==> config.mk <==
export PLATFORM = sky130hd
export DESIGN_NAME = muldiv_seq
export DESIGN_NICKNAME = d
export VERILOG_FILES = /design/src/rtl/muldiv_seq.sv
export SDC_FILE = /design/constraint.sdc
export NUM_CORES = 1
export LEC_CHECK = 0
export ABC_AREA = 1
export CORE_MARGIN = 3
export CORE_UTILIZATION = 65
export CTS_BUF_LIST = sky130_fd_sc_hd__clkbuf_8 sky130_fd_sc_hd__clkbuf_16
export DETAILED_ROUTE_END_ITERATION = 8
export DONT_BUFFER_PORTS = 1
export MAX_ROUTING_LAYER = met4
export PLACE_DENSITY = 0.91
export SYNTH_ARGS = -nofsm -noshare
export SYNTH_HDL_FRONTEND = slang
export SYNTH_SLANG_ARGS = --single-unit
==> constraint.sdc <==
create_clock -name clk -period 6.9 [get_ports clk]
set_clock_uncertainty 0.2 [all_clocks]
set_input_delay 0.345 -clock clk [delete_from_list [all_inputs] [get_ports clk]]
set_output_delay 0.345 -clock clk [all_outputs]
set_load 0.02 [all_outputs]
==> src/rtl/muldiv_seq.sv <==
// Sequential 32x32 multiply / divide unit with architectural HI/LO, one shift-add/subtract step per cycle.
// Define MULDIV_SIGNED_EN to enable signed MULT/DIV (op[1]) through a sign-fixup state.
module muldiv_seq (
    input  logic        clk,
    input  logic        rst,
    input  logic        start,
    input  logic [1:0]  op,
    input  logic [31:0] rs_data,
    input  logic [31:0] rt_data,
    input  logic        mthi,
    input  logic        mtlo,
    output logic [31:0] hi,
    output logic [31:0] lo,
    output logic        stall,
    output logic        done
);

    typedef enum logic [2:0] {
        IDLE,
        MUL,
        DIV,
        FIX,
        DONE
    } state_t;

    state_t      state, state_nxt, fin_state;
    logic [4:0]  iter, iter_nxt;
    logic [31:0] hi_nxt, lo_nxt;
    logic [31:0] opnd, opnd_nxt;
    logic [31:0] rs_mag, rt_mag;
    logic [32:0] mul_sum;
    logic [31:0] div_r, div_l;
    logic [32:0] div_diff;

`ifdef MULDIV_SIGNED_EN
    logic sgn_op, sgn_op_nxt;
    logic div_op, div_op_nxt;
    logic res_neg, res_neg_nxt;
    logic rem_neg, rem_neg_nxt;

    assign rs_mag    = (op[1] && rs_data[31]) ? -rs_data : rs_data;
    assign rt_mag    = (op[1] && rt_data[31]) ? -rt_data : rt_data;
    assign fin_state = sgn_op ? FIX : DONE;
`else
    logic unused_op;

    assign unused_op = op[1];
    assign rs_mag    = rs_data;
    assign rt_mag    = rt_data;
    assign fin_state = DONE;
`endif

    always_comb begin
        mul_sum        = {1'b0, hi} + {1'b0, (lo[0] ? opnd : 32'd0)};
        {div_r, div_l} = {hi, lo} << 1;
        div_diff       = {1'b0, div_r} - {1'b0, opnd};
    end

    always_comb begin
        state_nxt = state;
        iter_nxt  = iter;
        hi_nxt    = hi;
        lo_nxt    = lo;
        opnd_nxt  = opnd;
`ifdef MULDIV_SIGNED_EN
        sgn_op_nxt  = sgn_op;
        div_op_nxt  = div_op;
        res_neg_nxt = res_neg;
        rem_neg_nxt = rem_neg;
`endif
        case (state)
            IDLE: begin
                if (start) begin
                    iter_nxt = '0;
                    hi_nxt   = '0;
                    if (!op[0]) begin
                        lo_nxt    = rt_mag;
                        opnd_nxt  = rs_mag;
                        state_nxt = MUL;
                    end else begin
                        lo_nxt    = rs_mag;
                        opnd_nxt  = rt_mag;
                        state_nxt = DIV;
                    end
`ifdef MULDIV_SIGNED_EN
                    sgn_op_nxt  = op[1];
                    div_op_nxt  = op[0];
                    res_neg_nxt = op[1] & (rs_data[31] ^ rt_data[31]);
                    rem_neg_nxt = op[1] & rs_data[31];
`endif
                end else begin
                    if (mthi) hi_nxt = rs_data;
                    if (mtlo) lo_nxt = rs_data;
                end
            end
            MUL: begin
                hi_nxt   = mul_sum[32:1];
                lo_nxt   = {mul_sum[0], lo[31:1]};
                iter_nxt = iter + 5'd1;
                if (iter == 5'd31) state_nxt = fin_state;
            end
            DIV: begin
                if (!div_diff[32]) begin
                    hi_nxt = div_diff[31:0];
                    lo_nxt = {div_l[31:1], 1'b1};
                end else begin
                    hi_nxt = div_r;
                    lo_nxt = div_l;
                end
                iter_nxt = iter + 5'd1;
                if (iter == 5'd31) state_nxt = fin_state;
            end
            FIX: begin
`ifdef MULDIV_SIGNED_EN
                // Quotient follows sign of the product of signs; remainder follows the dividend.
                if (div_op) begin
                    if (res_neg) lo_nxt = -lo;
                    if (rem_neg) hi_nxt = -hi;
                end else if (res_neg) begin
                    {hi_nxt, lo_nxt} = -{hi, lo};
                end
`endif
                state_nxt = DONE;
            end
            DONE: begin
                if (mthi) hi_nxt = rs_data;
                if (mtlo) lo_nxt = rs_data;
                state_nxt = IDLE;
            end
            default: state_nxt = IDLE;
        endcase
    end

    always_ff @(posedge clk) begin
        if (!rst) begin
            state <= IDLE;
            iter  <= '0;
            hi    <= '0;
            lo    <= '0;
            opnd  <= '0;
`ifdef MULDIV_SIGNED_EN
            sgn_op  <= 1'b0;
            div_op  <= 1'b0;
            res_neg <= 1'b0;
            rem_neg <= 1'b0;
`endif
        end else begin
            state <= state_nxt;
            iter  <= iter_nxt;
            hi    <= hi_nxt;
            lo    <= lo_nxt;
            opnd  <= opnd_nxt;
`ifdef MULDIV_SIGNED_EN
            sgn_op  <= sgn_op_nxt;
            div_op  <= div_op_nxt;
            res_neg <= res_neg_nxt;
            rem_neg <= rem_neg_nxt;
`endif
        end
    end

    always_comb begin
        done  = (state == DONE);
        stall = ((state == IDLE) && start && rst) ||
                (state == MUL) || (state == DIV) || (state == FIX);
    end

endmodule

# Word level (Yosys, flattened, before mapping)
# Index checks and enable logic that the tools add are counted.
# classes
n_reduce_logical	12
mul	0
muxes	17
magnitude_cmp	0
n_bitwise	0
n_eq_ne	7
shifts	0
n_div	0
add_sub_neg	3
# op_table
op	count
two-way mux 32 bit	8
case mux 32 bit (4 select lines)	2
adder 32 x 32 -> 33 bit	1
subtractor 32 x 32 -> 33 bit	1
case mux 5 bit (2 select lines)	1
case mux 3 bit (3 select lines)	1
equality test 3 x 2 -> 1 bit (second input constant)	2
two-way mux 3 bit	2
AND reduction 2 bit	3
adder 5 x 1 -> 5 bit (second input constant)	1
equality test 5 bit (second input constant)	1
two-way mux 5 bit	1
nonzero test 4 bit	1
equality test 3 x 1 -> 1 bit (second input constant)	1
equality test 3 bit (second input constant)	1
logical NOT 3 bit	1
logical OR 1 bit	3
logical AND 1 bit	2
two-way mux 2 bit	1
inequality test 2 x 1 -> 1 bit (second input constant)	1
inequality test 2 bit (second input constant)	1
nonzero test 2 bit	1
OR reduction 2 bit	1
two-way mux 1 bit	1
# totals
mem_bits_rw	0
memories	0
word_cells	44
rom_bits	0
in_bits	71
reg_bits	104
latch_bits	0

# Logic depth before layout (Yosys ltp)
# logic_depth
word_depth	6
depth_mapped	20
depth_no_buf	19

# Least setup slack after synthesis
# Ideal clock, no wire load.
# synth_path
path_type	flip-flop to flip-flop
from	register lo[0]
to	register hi[9]
setup_slack_ns	4.183
required_time_ns	6.591
path_buffers	2
synth_period_minus_slack_ns	2.717
stages_incl_launch_ff	18
t_arrival_ns	2.408
path_cell_list	dfxtp_1 clkbuf_1 clkbuf_1 nand2_1 inv_1 ha_1 nand2_1 inv_1 a21oi_1 nand2_1 nand2_1 nand2_1 or2_2 nand3_1 nand2_1 nand3b_1 nand2_1 inv_1
# synth_between
elab_chain_cells	3
# synth_rtl
item	line	text
start: declaration	13	output logic [31:0] lo,
start signal: assignment	151	lo <= lo_nxt;
two-way mux 32 bit	54	mul_sum = {1'b0, hi} + {1'b0, (lo[0] ? opnd : 32'd0)};
adder 32 x 32 -> 33 bit	54	
case mux 32 bit (4 select lines)	71	case (state)
end signal: assignment	150	hi <= hi_nxt;
end: declaration	12	output logic [31:0] hi,
# No other way between the ends.
# A chain may end at the register's enable or synchronous reset.

# Worst setup path after layout
# layout_path
from	register state[0]
to	register lo[0]
# layout_between
elab_chain_cells	2
word_cells_on_any_way	6
cone_classes	eq/ne: 3; mux: 1; reduce/logical: 2
# layout_rtl
item	line	text
start: declaration	26	state_t state, state_nxt, fin_state;
start signal: assignment	148	state <= state_nxt;
equality test 3 bit, or another cell as far along	71	
case mux 32 bit (4 select lines) or nonzero test 4 bit (tied branches)	--	
# Several ways; a longest one is shown, not always the timed one.

==> impl_summary.txt <==
----------------------------------------------------
[Place]
  Cell total after placement ... 2401
  Worst setup timing slack at the placement stage ... 2920 ps
  Routability congestion estimate ... 0.993
  Final HPWL from detailed placement ... 34300 um
  Count of buffers inserted at the top-level ports ... 0

[Logic synthesis]
  Fraction of registers with async set/reset ... 0
  Mean instance size in the synthesized netlist ... 5.42 um^2
  Yosys warnings ... 0
  Post-synth EDFFs ... 0
  Net count after synthesis ... 2398
  Largest family of logic cells by synthesized area ... simple AND/OR/NAND/NOR gates
  Synth unique cells ... 48
  Proportion of synthesized area in mux cells ... 0
  Predominant post-synthesis flop cell ... sky130_fd_sc_hd__dfxtp_1
  Post-synthesis compound-gate area fraction ... 0.228
  Post-synthesis sequential area ratio ... 0.170
  Arithmetic-cell share of the synthesized area counting full adders, half adders and majority gates ... 0.0718
  Number of register bits inferred by synthesis ... 104
  Xor/xnor cell area share of the yosys netlist ... 0.0122
  Synth Area in Simple Gates ... 0.349
  Syn Std Cell Area ... 12200 um^2
  Syn Inst Count ... 2258

[Timing]
  Final-report max-slew violation count ... 0
  PnR worst setup slack ... 2710 ps
  Pin slew with the least headroom to its limit ... 1230 ps
  Worst slack on hold paths ... 9.19 ps
  RSZ-0062 raised after global routing ... no
  Max-slew headroom ... 0.179
  Final worst path period need ... 4190 ps
  Maximum operating frequency ... 239 MHz
  Final Cycle Share ... 0.607
  Total Neg Setup Slack ... 0 ps
  Final setup violation count ... 0
  Hold Violations, Final ... 0

[Global routing]
  Global route overflow ... 0
  Via count of the first global-routing pass ... 13060
  Antenna violations before repair ... 0
  Total global routing track utilization ... 0.444
  Maximum number of pins on one net before global-route repair ... 67
  Global-route wire length before repair ... 69500 um

[Layout]
  Number of fill cells ... 1737
  Relative area change from synthesis to final layout ... 2.10%
  Count of antenna diodes in the layout ... 0
  Final #Nets ... 2325
  Final cell count without fillers ... 2419
  Share of cells above drive strength 1 ... 0.0320

[Floorplan]
  Area of the core ... 18200 um^2
  Initial cell density of the core ... 0.672
  Number of placed I/O pins ... 137
  Full die area ... 20500 um^2
  Standard-cell rows ... 49
  Width of the die ... 143 um
  Y dimension of the die ... 143 um

[Routing]
  DRC violations left ... 0
  Final wirelength ... 45400 um
  Drt wl/cell ... 18.8 um
  Number of iterations in the first detailed-routing pass ... 6
  Total via count in the routed design ... 14688
  Per-cell via count in the routed design ... 6.07
  First-iteration detailed-routing DRC count ... 2177
  Antenna viol nets, final ... 0

[Clocking]
  TritonCTS clock tree ... built
  Number of buffers added for setup after CTS ... 0
  Number of buffers on the longest clock path ... 2
  Clk slew on worst S/H paths ... 80 ps
  Maximum level of the CTS H-tree ... 3
  Clock tree root driver cell ... sky130_fd_sc_hd__clkbuf_16
  CTS buffer count ... 9
  # clock sinks ... 104
  Gates resized, CTS repair ... 0
  Clk Latency, worst-skew pair ... 370 ps

[Run]
  Maxcap violations ... 0

[Critical path]
  Largest fanout of any net on the critical path ... 57
  CP endpoint kind ... flip-flop
  Required arrival time at the worst endpoint ... 7000 ps
  Launch instance of the worst register-to-register path ... state[0]$_SDFFE_PN0P_
  WP data arrival ... 4290 ps
  Critical path class ... reg2reg
  Startpoint types ... flip-flop
  Worst setup startpoint ... state[0]$_SDFFE_PN0P_

[Power]
  Total power per unit cell area ... 564 nW/um^2
  Power after layout ... 7.04 mW
  Leakage power figure ... 6.74 nW
  Max VDD drop ... 0.486 mV

[Worst hold path]
  Hold Path Origin ... start
  HP Class ... in2reg

[Status]
  Result of the run ... complete, no violations

----------------------------------------------------
## flip-flops by register name (all words and copies together), names as in the netlist
register  count
hi           32
iter          5
lo           32
opnd         32
state         3
## path summary, 6_finish.rpt
path,depth (start not counted),end,slack [ps]
worst max-delay path,10,lo[0]$_SDFFE_PN0P_,2710
worst min-delay path,2,lo[14]$_SDFFE_PN0P_,9
worst max register to register,10,lo[0]$_SDFFE_PN0P_,2710
worst min register to register,2,iter[4]$_SDFFE_PN0P_,290
## per-layer routing
metal	vias to the layer above	global-route usage	routed length, um
met3	142	0.0941	7050
met1	6472	0.604	17500
met2	1008	0.640	18900
li1	7066	-	-
met5	-	-	0
met4	0	0.181	1960
## power by group
part | leakage [nW] | switching [mW] | total, mW | internal [mW]
clock network | 0.134 | 0.275 | 0.525 | 0.250
registers | 0.858 | 0.595 | 1.45 | 0.855
logic | 5.75 | 3.48 | 5.07 | 1.58
total | 6.74 | 4.35 | 7.04 | 2.69
## cells in the mapped netlist, types with 3 or more instances
cell                        number  area share
sky130_fd_sc_hd__a21o_1          3      0.0018
sky130_fd_sc_hd__a21oi_1       184       0.075
sky130_fd_sc_hd__a221oi_1       12      0.0086
sky130_fd_sc_hd__a31oi_1        22       0.011
sky130_fd_sc_hd__a41oi_1         9      0.0064
sky130_fd_sc_hd__and2_1          4      0.0020
sky130_fd_sc_hd__buf_1           6      0.0018
sky130_fd_sc_hd__buf_2          14      0.0057
sky130_fd_sc_hd__buf_4           3      0.0018
sky130_fd_sc_hd__clkbuf_1       69       0.021
sky130_fd_sc_hd__dfxtp_1       104        0.17
sky130_fd_sc_hd__ha_1           67       0.068
sky130_fd_sc_hd__inv_1         427        0.13
sky130_fd_sc_hd__inv_2           8      0.0025
sky130_fd_sc_hd__nand2_1       716        0.22
sky130_fd_sc_hd__nand2_2         7      0.0036
sky130_fd_sc_hd__nand2_4         4      0.0037
sky130_fd_sc_hd__nand3_1       111       0.045
sky130_fd_sc_hd__nand3_2         3      0.0025
sky130_fd_sc_hd__nand3b_1        6      0.0037
sky130_fd_sc_hd__nand4_1        24       0.012
sky130_fd_sc_hd__nor2_1        132       0.040
sky130_fd_sc_hd__nor2_2          4      0.0020
sky130_fd_sc_hd__nor3_1         17      0.0070
sky130_fd_sc_hd__o2111ai_1       9      0.0064
sky130_fd_sc_hd__o211ai_2        7      0.0072
sky130_fd_sc_hd__o21ai_0       184       0.075
sky130_fd_sc_hd__o21ai_1         5      0.0020
sky130_fd_sc_hd__o21bai_1        5      0.0031
sky130_fd_sc_hd__o22ai_1        49       0.025
sky130_fd_sc_hd__or2_2           4      0.0020
sky130_fd_sc_hd__xnor2_1        17       0.012
## cell type report
type                       instances  area [um^2]  share of cell area
multi-input combinational       1622         8110               0.649
sequential                       104         2080               0.167
inverter                         436         1640               0.131
tap                              229          287              0.0229
clock buffer                       9          225              0.0180
timing repair buffer              12         95.1             0.00761
clock inverter                     7         57.6             0.00461
## per-stage QoR
stage / util / cell area, um^2
5_1_grt: 0.686 / 12500
3_5_place_dp: 0.670 / 12200
4_1_cts: 0.686 / 12500
3_3_place_gp: 0.670 / 12200
6_report: 0.686 / 12500
2_1_floorplan: - / 12200
## kinds of logic after synthesis
family	after synthesis
AND/OR/NAND/NOR	1039
flip-flops	104
adder cells (fa/ha/maj)	69
buffers and inverters	532
AO/OA/AOI/OAI	497
XOR/XNOR	17
## cell usage in the layout (no fill, tap or decap), types with 22 or more instances in the layout
cell type                   n
sky130_fd_sc_hd__nand4_1   24
sky130_fd_sc_hd__inv_1    427
sky130_fd_sc_hd__dfxtp_1  104
sky130_fd_sc_hd__o21ai_0  184
sky130_fd_sc_hd__o22ai_1   49
sky130_fd_sc_hd__nand2_1  716
sky130_fd_sc_hd__nor2_1   131
sky130_fd_sc_hd__nand3_1  111
sky130_fd_sc_hd__a31oi_1   22
sky130_fd_sc_hd__ha_1      67
sky130_fd_sc_hd__a21oi_1  184
## worst max-delay path: stages (launching register included)
cell and delay, ps:
sky130_fd_sc_hd__dfxtp_1 400, sky130_fd_sc_hd__nor2_1 100, sky130_fd_sc_hd__nand2_2 610, sky130_fd_sc_hd__nand2_2 330, sky130_fd_sc_hd__nor2_4 760, sky130_fd_sc_hd__nand2_4 320
sky130_fd_sc_hd__inv_2 940, sky130_fd_sc_hd__o21ai_1 100, sky130_fd_sc_hd__o2111ai_1 130, sky130_fd_sc_hd__o211ai_1 110, sky130_fd_sc_hd__inv_1 100
## repair_timing
action,in CTS,in global routing
endpoints found under the hold margin,34,0
endpoints found under the setup margin,0,0
hold buffers,2,0
Note: power is estimated with default switching activity, not from simulation.
